File: src/rtl/proc_run_ctrl.sv
// Run controller for the RISC core: sequences core reset, run/pause/step/finish
// phases, counts enabled core cycles and ends a run on halt or a cycle limit.
module proc_run_ctrl #(
  parameter int CNT_W        = 16,
  parameter int RESET_CYCLES = 4
) (
  input  logic             clk,
  input  logic             Reset,
  input  logic             start,
  input  logic             pause,
  input  logic             resume,
  input  logic             step,
  input  logic             abort,
  input  logic [CNT_W-1:0] run_limit,
  input  logic             halt_in,
  output logic             cpu_reset,
  output logic             cpu_clk_en,
  output logic [2:0]       state,
  output logic             busy,
  output logic             done,
  output logic             timeout,
  output logic [CNT_W-1:0] cycle_count
);

  localparam int HOLD_W = (RESET_CYCLES > 1) ? $clog2(RESET_CYCLES) : 1;
  localparam logic [HOLD_W-1:0] HOLD_LAST = HOLD_W'(RESET_CYCLES - 1);

  typedef enum logic [2:0] {
    IDLE  = 3'd0,
    RST   = 3'd1,
    RUN   = 3'd2,
    PAUSE = 3'd3,
    STEP  = 3'd4,
    DONE  = 3'd5
  } state_t;

  state_t            state_r;
  state_t            nextState_s;
  logic [HOLD_W-1:0] holdCnt_r;
  logic [CNT_W-1:0]  cycleCount_r;
  logic              timeout_r;
  logic              cpuReset_r;
  logic              cpuClkEn_r;
  logic              busy_r;
  logic              done_r;
  logic [CNT_W:0]    countPlusOne_s;
  logic              limitHit_s;
  logic              enabled_s;
  logic              setTimeout_s;
  logic              clearRun_s;

  function automatic logic [CNT_W-1:0] satInc(input logic [CNT_W-1:0] v);
    if (v == {CNT_W{1'b1}}) begin
      return v;
    end else begin
      return v + CNT_W'(1'b1);
    end
  endfunction

  // Limit detection; extra bit keeps the compare exact at the counter ceiling
  always_comb begin
    countPlusOne_s = {1'b0, cycleCount_r} + {{CNT_W{1'b0}}, 1'b1};
    limitHit_s     = (run_limit != {CNT_W{1'b0}}) &&
                     (countPlusOne_s == {1'b0, run_limit});
    enabled_s      = (state_r == RUN) || (state_r == STEP);
  end

  // Next-state logic; RUN and STEP share the abort > halt > limit priority
  always_comb begin
    nextState_s  = state_r;
    setTimeout_s = 1'b0;
    case (state_r)
      IDLE: begin
        if (start) nextState_s = RST;
        else       nextState_s = IDLE;
      end
      RST: begin
        if (abort)                        nextState_s = IDLE;
        else if (holdCnt_r == HOLD_LAST)  nextState_s = RUN;
        else                              nextState_s = RST;
      end
      RUN, STEP: begin
        if (abort) begin
          nextState_s = IDLE;
        end else if (halt_in) begin
          nextState_s = DONE;
        end else if (limitHit_s) begin
          nextState_s  = DONE;
          setTimeout_s = 1'b1;
        end else if (state_r == STEP) begin
          nextState_s = PAUSE;
        end else if (pause) begin
          nextState_s = PAUSE;
        end else begin
          nextState_s = RUN;
        end
      end
      PAUSE: begin
        if (abort)       nextState_s = IDLE;
        else if (resume) nextState_s = RUN;
        else if (step)   nextState_s = STEP;
        else             nextState_s = PAUSE;
      end
      DONE: begin
        if (abort)      nextState_s = IDLE;
        else if (start) nextState_s = RST;
        else            nextState_s = DONE;
      end
      default: begin
        nextState_s = IDLE;
      end
    endcase
  end

  // Entering IDLE or RST wipes the per-run statistics
  always_comb begin
    if ((nextState_s == IDLE) || (nextState_s == RST)) clearRun_s = 1'b1;
    else                                               clearRun_s = 1'b0;
  end

  // State, reset-hold counter and run statistics
  always_ff @(posedge clk) begin
    if (Reset) begin
      state_r      <= IDLE;
      holdCnt_r    <= {HOLD_W{1'b0}};
      cycleCount_r <= {CNT_W{1'b0}};
      timeout_r    <= 1'b0;
    end else begin
      state_r <= nextState_s;
      if (state_r == RST) holdCnt_r <= holdCnt_r + HOLD_W'(1'b1);
      else                holdCnt_r <= {HOLD_W{1'b0}};
      if (clearRun_s)     cycleCount_r <= {CNT_W{1'b0}};
      else if (enabled_s) cycleCount_r <= satInc(cycleCount_r);
      else                cycleCount_r <= cycleCount_r;
      if (clearRun_s)        timeout_r <= 1'b0;
      else if (setTimeout_s) timeout_r <= 1'b1;
      else                   timeout_r <= timeout_r;
    end
  end

  // Output flops decoded from the next state so they match the state register
  always_ff @(posedge clk) begin
    if (Reset) begin
      cpuReset_r <= 1'b1;
      cpuClkEn_r <= 1'b0;
      busy_r     <= 1'b0;
      done_r     <= 1'b0;
    end else begin
      cpuReset_r <= (nextState_s == IDLE) || (nextState_s == RST);
      cpuClkEn_r <= (nextState_s == RUN) || (nextState_s == STEP);
      busy_r     <= (nextState_s == RST) || (nextState_s == RUN) ||
                    (nextState_s == PAUSE) || (nextState_s == STEP);
      done_r     <= (nextState_s == DONE) && (state_r != DONE);
    end
  end

  assign cpu_reset   = cpuReset_r;
  assign cpu_clk_en  = cpuClkEn_r;
  assign state       = state_r;
  assign busy        = busy_r;
  assign done        = done_r;
  assign timeout     = timeout_r;
  assign cycle_count = cycleCount_r;

endmodule

File: config.mk
export PLATFORM = sky130hd
export DESIGN_NAME = proc_run_ctrl
export DESIGN_NICKNAME = d
export VERILOG_FILES = /design/src/rtl/proc_run_ctrl.sv
export SDC_FILE = /design/constraint.sdc
export NUM_CORES = 1
export LEC_CHECK = 0
export CAP_MARGIN = 20
export CORE_MARGIN = 4
export CORE_UTILIZATION = 49
export DETAILED_ROUTE_END_ITERATION = 12
export PLACE_DENSITY = 0.77
export SETUP_SLACK_MARGIN = 0.2
export SLEW_MARGIN = 20
export SYNTH_ARGS = -nofsm -noshare
export SYNTH_HDL_FRONTEND = slang
export SYNTH_SLANG_ARGS = --single-unit
File: constraint.sdc
create_clock -name clk -period 2.41 [get_ports clk]
set_input_delay 0.482 -clock clk [delete_from_list [all_inputs] [get_ports clk]]
set_output_delay 0.482 -clock clk [all_outputs]
set_load 0.005 [all_outputs]
==> impl_summary.txt <==
----------------------------------------------------
[GRT]
  Largest net degree at the start of global routing ... 16
  Initial antenna violation count ... 0
  Total congestion overflow after global routing ... 0
  Number of global-route vias before repair ... 1810
  Overall routing resource usage ... 0.228
  Wire length of the first global-routing pass ... 8.22 mm

[Power]
  VDD IR max ... 0.000242 V
  Pwr Density ... 348 mW/mm^2
  Leakage power total ... 1.01 nW

[CTS]
  Number of sinks on the clock net ... 26
  Cell at the root of the clock tree ... clkbuf_8
  Latest clock arrival within the worst-skew pair ... 0.28 ns
  Number of buffers inserted during clock tree synthesis ... 3
  Hold buffer count at CTS ... 0
  # H-tree levels ... 1
  TritonCTS clock tree ... yes
  Clock edge transition at the registers on the reported setup and hold paths ... 0.09 ns
  Max clock buf depth ... 2

[Logic synthesis]
  Synth area leaders ... dfxtp_1, xor2_1, nor2_1, xnor2_1, nand2_1
  Number of distinct standard cells referenced by the synthesized netlist ... 55
  Most numerous cell in the Yosys netlist ... nor2_1
  Cell count after synthesis ... 226
  Share of the synthesized area in the top cell type ... 0.287
  Fraction of registers with async set/reset ... 0
  Synthesized area divided by synthesized cell count ... 8.02 sq um
  Leading area contributor after synthesis ... dfxtp_1
  Sequential element share of the synthesized area ... 0.287
  Register bit count reported by yosys ... 26
  Most frequent cells after synthesis ... nor2_1, dfxtp_1, xor2_1, nand2_1, xnor2_1
  Most instantiated flip-flop cell in the synthesis netlist ... dfxtp_1
  Number of enable flip-flop cells after synthesis ... 0
  Number of warnings reported in the yosys synthesis log ... 0
  Summed instance area of the synthesized netlist ... 0.00181 sq mm
  Nets in the synthesized netlist ... 252

[STA]
  Final cycle utilization of the critical path ... 0.890
  Hold Vio Cnt, Final ... 0
  Setup violations, final ... 0
  Worst slew margin relative to its limit ... 0.732
  RSZ-0062 raised after global routing ... false
  Transition time at the pin with the least slew margin ... 0.401 ns
  Final Critical Period ... 2.15 ns
  Maximum clock frequency ... 466 MHz
  Post-Route Setup TNS ... 0 ns
  Final Max Tran Viols ... 0
  Post-route clock skew ... 0.00304 ns
  Smallest hold slack ... 0.435 ns
  Post-route setup slack ... 0.264 ns

[Worst setup path]
  Required arrival time at the worst endpoint ... 2.64 ns
  Critical path arrival ... 2.37 ns
  Cell with the most instances on the worst path ... o211a_1
  Maximum fanout encountered on the critical timing path ... 7
  Launching element type of the critical path ... input port
  Endpoint kind of the worst setup timing path ... flop
  Crit path largest cell delay ... 0.48 ns
  Cell with the largest stage delay on the worst path ... clkdlybuf4s50_1
  Category of the critical setup timing path ... input port to flop
  Reg-to-reg setup timing slack ... 0.28 ns
  Cell Chain, Critical Path ... clkdlybuf4s50_1, nand2b_1, o211a_1, o32ai_2, o2111ai_1, nor4_4, buf_4, o211a_1

[Routing]
  Average via count per standard cell ... 5.82
  Number of antenna-violating nets in the routed design ... 0
  Wire length per cell ... 15.7 um
  1st-iter DRT viols ... 95
  DRC viols ... 0
  Vias after detailed routing ... 1960
  Wire length after detailed routing ... 5.28 mm
  First-pass iteration count of the detailed router ... 6

[Placed design]
  Post-placement worst setup slack ... -0.0584 ns
  # port buffers ... 47
  Sum of net half-perimeters after detailed placement ... 3.94 mm
  Placer's final routability congestion estimate ... 0.894

[Floorplanning]
  Top-level I/O count ... 48
  Die Outline Area ... 0.00473 sq mm
  Die outline width ... 68.8 um
  Die span in y ... 68.8 um
  Number of placement rows ... 21
  Effective utilization at floorplan ... 0.526
  Core ar. ... 0.00344 sq mm

[Layout]
  Area added between synthesis and finish ... 47.4%
  Final core utilization ... 0.776
  Fill count ... 241
  Fin nets ... 318
  Final antenna diode count ... 0
  Fraction of final layout cells with drive strength greater than 1 ... 0.220

[Flow run]
  Max Cap Violations ... 0

[Hold path]
  Worst hold-check path type ... flop to flop

[Outcome]
  Run status ... finished, final reports clean

----------------------------------------------------
## flip-flops by register name, indices dropped and copies added, names as in the netlist
| name | flops |
|---|---|
| busy | 1 |
| cpu_clk_en | 1 |
| cpu_reset | 1 |
| cycle_count | 16 |
| done | 1 |
| holdCnt_r | 2 |
| state | 3 |
| timeout | 1 |
## where the power goes
part / internal, mW / switching (mW)
clock: 0.223 / 0.146
sequential: 0.431 / 0.00147
combinational: 0.0727 / 0.0557
total: 0.726 / 0.203
## through the flow
stage               instances  power, mW  cell area (sq um)
floorplan                 226      0.494               1820
global placement          330      0.563               2450
detailed placement        330      0.563               2450
CTS                       334      0.923               2540
global route              337      0.954               2670
finish                    337      0.929               2670
## cell usage in the layout, fill, tap and decap left out, types with 3 or more instances in the layout
| cell type | synthesis | routed |
|---|---|---|
| nand2_1 | 18 | 18 |
| xnor2_1 | 11 | 9 |
| a21oi_1 | 7 | 7 |
| nor4_1 | 7 | 6 |
| clkbuf_8 | 0 | 3 |
| nor2_1 | 32 | 32 |
| nand4_1 | 10 | 10 |
| buf_4 | 2 | 26 |
| dfxtp_2 | 0 | 7 |
| nand3b_1 | 3 | 3 |
| nor3_1 | 6 | 4 |
| nor2b_1 | 3 | 3 |
| inv_1 | 4 | 4 |
| dfxtp_1 | 26 | 17 |
| nand2b_1 | 7 | 7 |
| xor2_1 | 21 | 19 |
| clkdlybuf4s50_1 | 0 | 45 |
| or3_1 | 3 | 3 |
## per-layer routing
layer / up-vias / part of all wire / GRT usage
met5: - / 0 / 0
met4: 0 / 0.018 / 0.0706
met3: 10 / 0.064 / 0.0292
met2: 81 / 0.47 / 0.361
met1: 930 / 0.45 / 0.319
li1: 939 / - / -
## timing repair
item | in CTS | in global routing
pin swaps | 0 | 6
resized for setup | 2 | 29
buffers inserted | 0 | 3
endpoints found under the setup margin | 7 | 23
## cells by family after synthesis
family	Yosys count	synth area share
AOI/OAI and AO/OA	36	0.151
xor gates and xnor gates	32	0.155
adders and majority gates	2	0.0138
buffers and inverters	19	0.0539
DFF	26	0.287
muxes	2	0.0117
and+or+nand+nor	109	0.328
## cell type report
cell class,count,area [sq um],share of cell area
clock inverter,1,30.0,0.0112
inverter,5,18.8,0.00703
sequential,26,537,0.201
tap,46,57.6,0.0216
multi-input combinational,181,1290,0.484
clock buffer,3,41.3,0.0155
timing repair buffer,75,693,0.260
## critical path: cells and delay by family
kind	cells	cell delay [ns]
AND/OR/NAND/NOR	2	0.43
buffers and inverters	2	0.66
AO/OA/AOI/OAI	4	0.79
## final timing paths
path,from,end,depth (start not counted)
hold / removal,holdCnt_r[0],holdCnt_r[0],1
setup reg to reg,cycle_count[1],done,8
setup / recovery,run_limit[2],done,8
hold reg to reg,holdCnt_r[0],holdCnt_r[0],1
(Power assumes the default switching activity.)
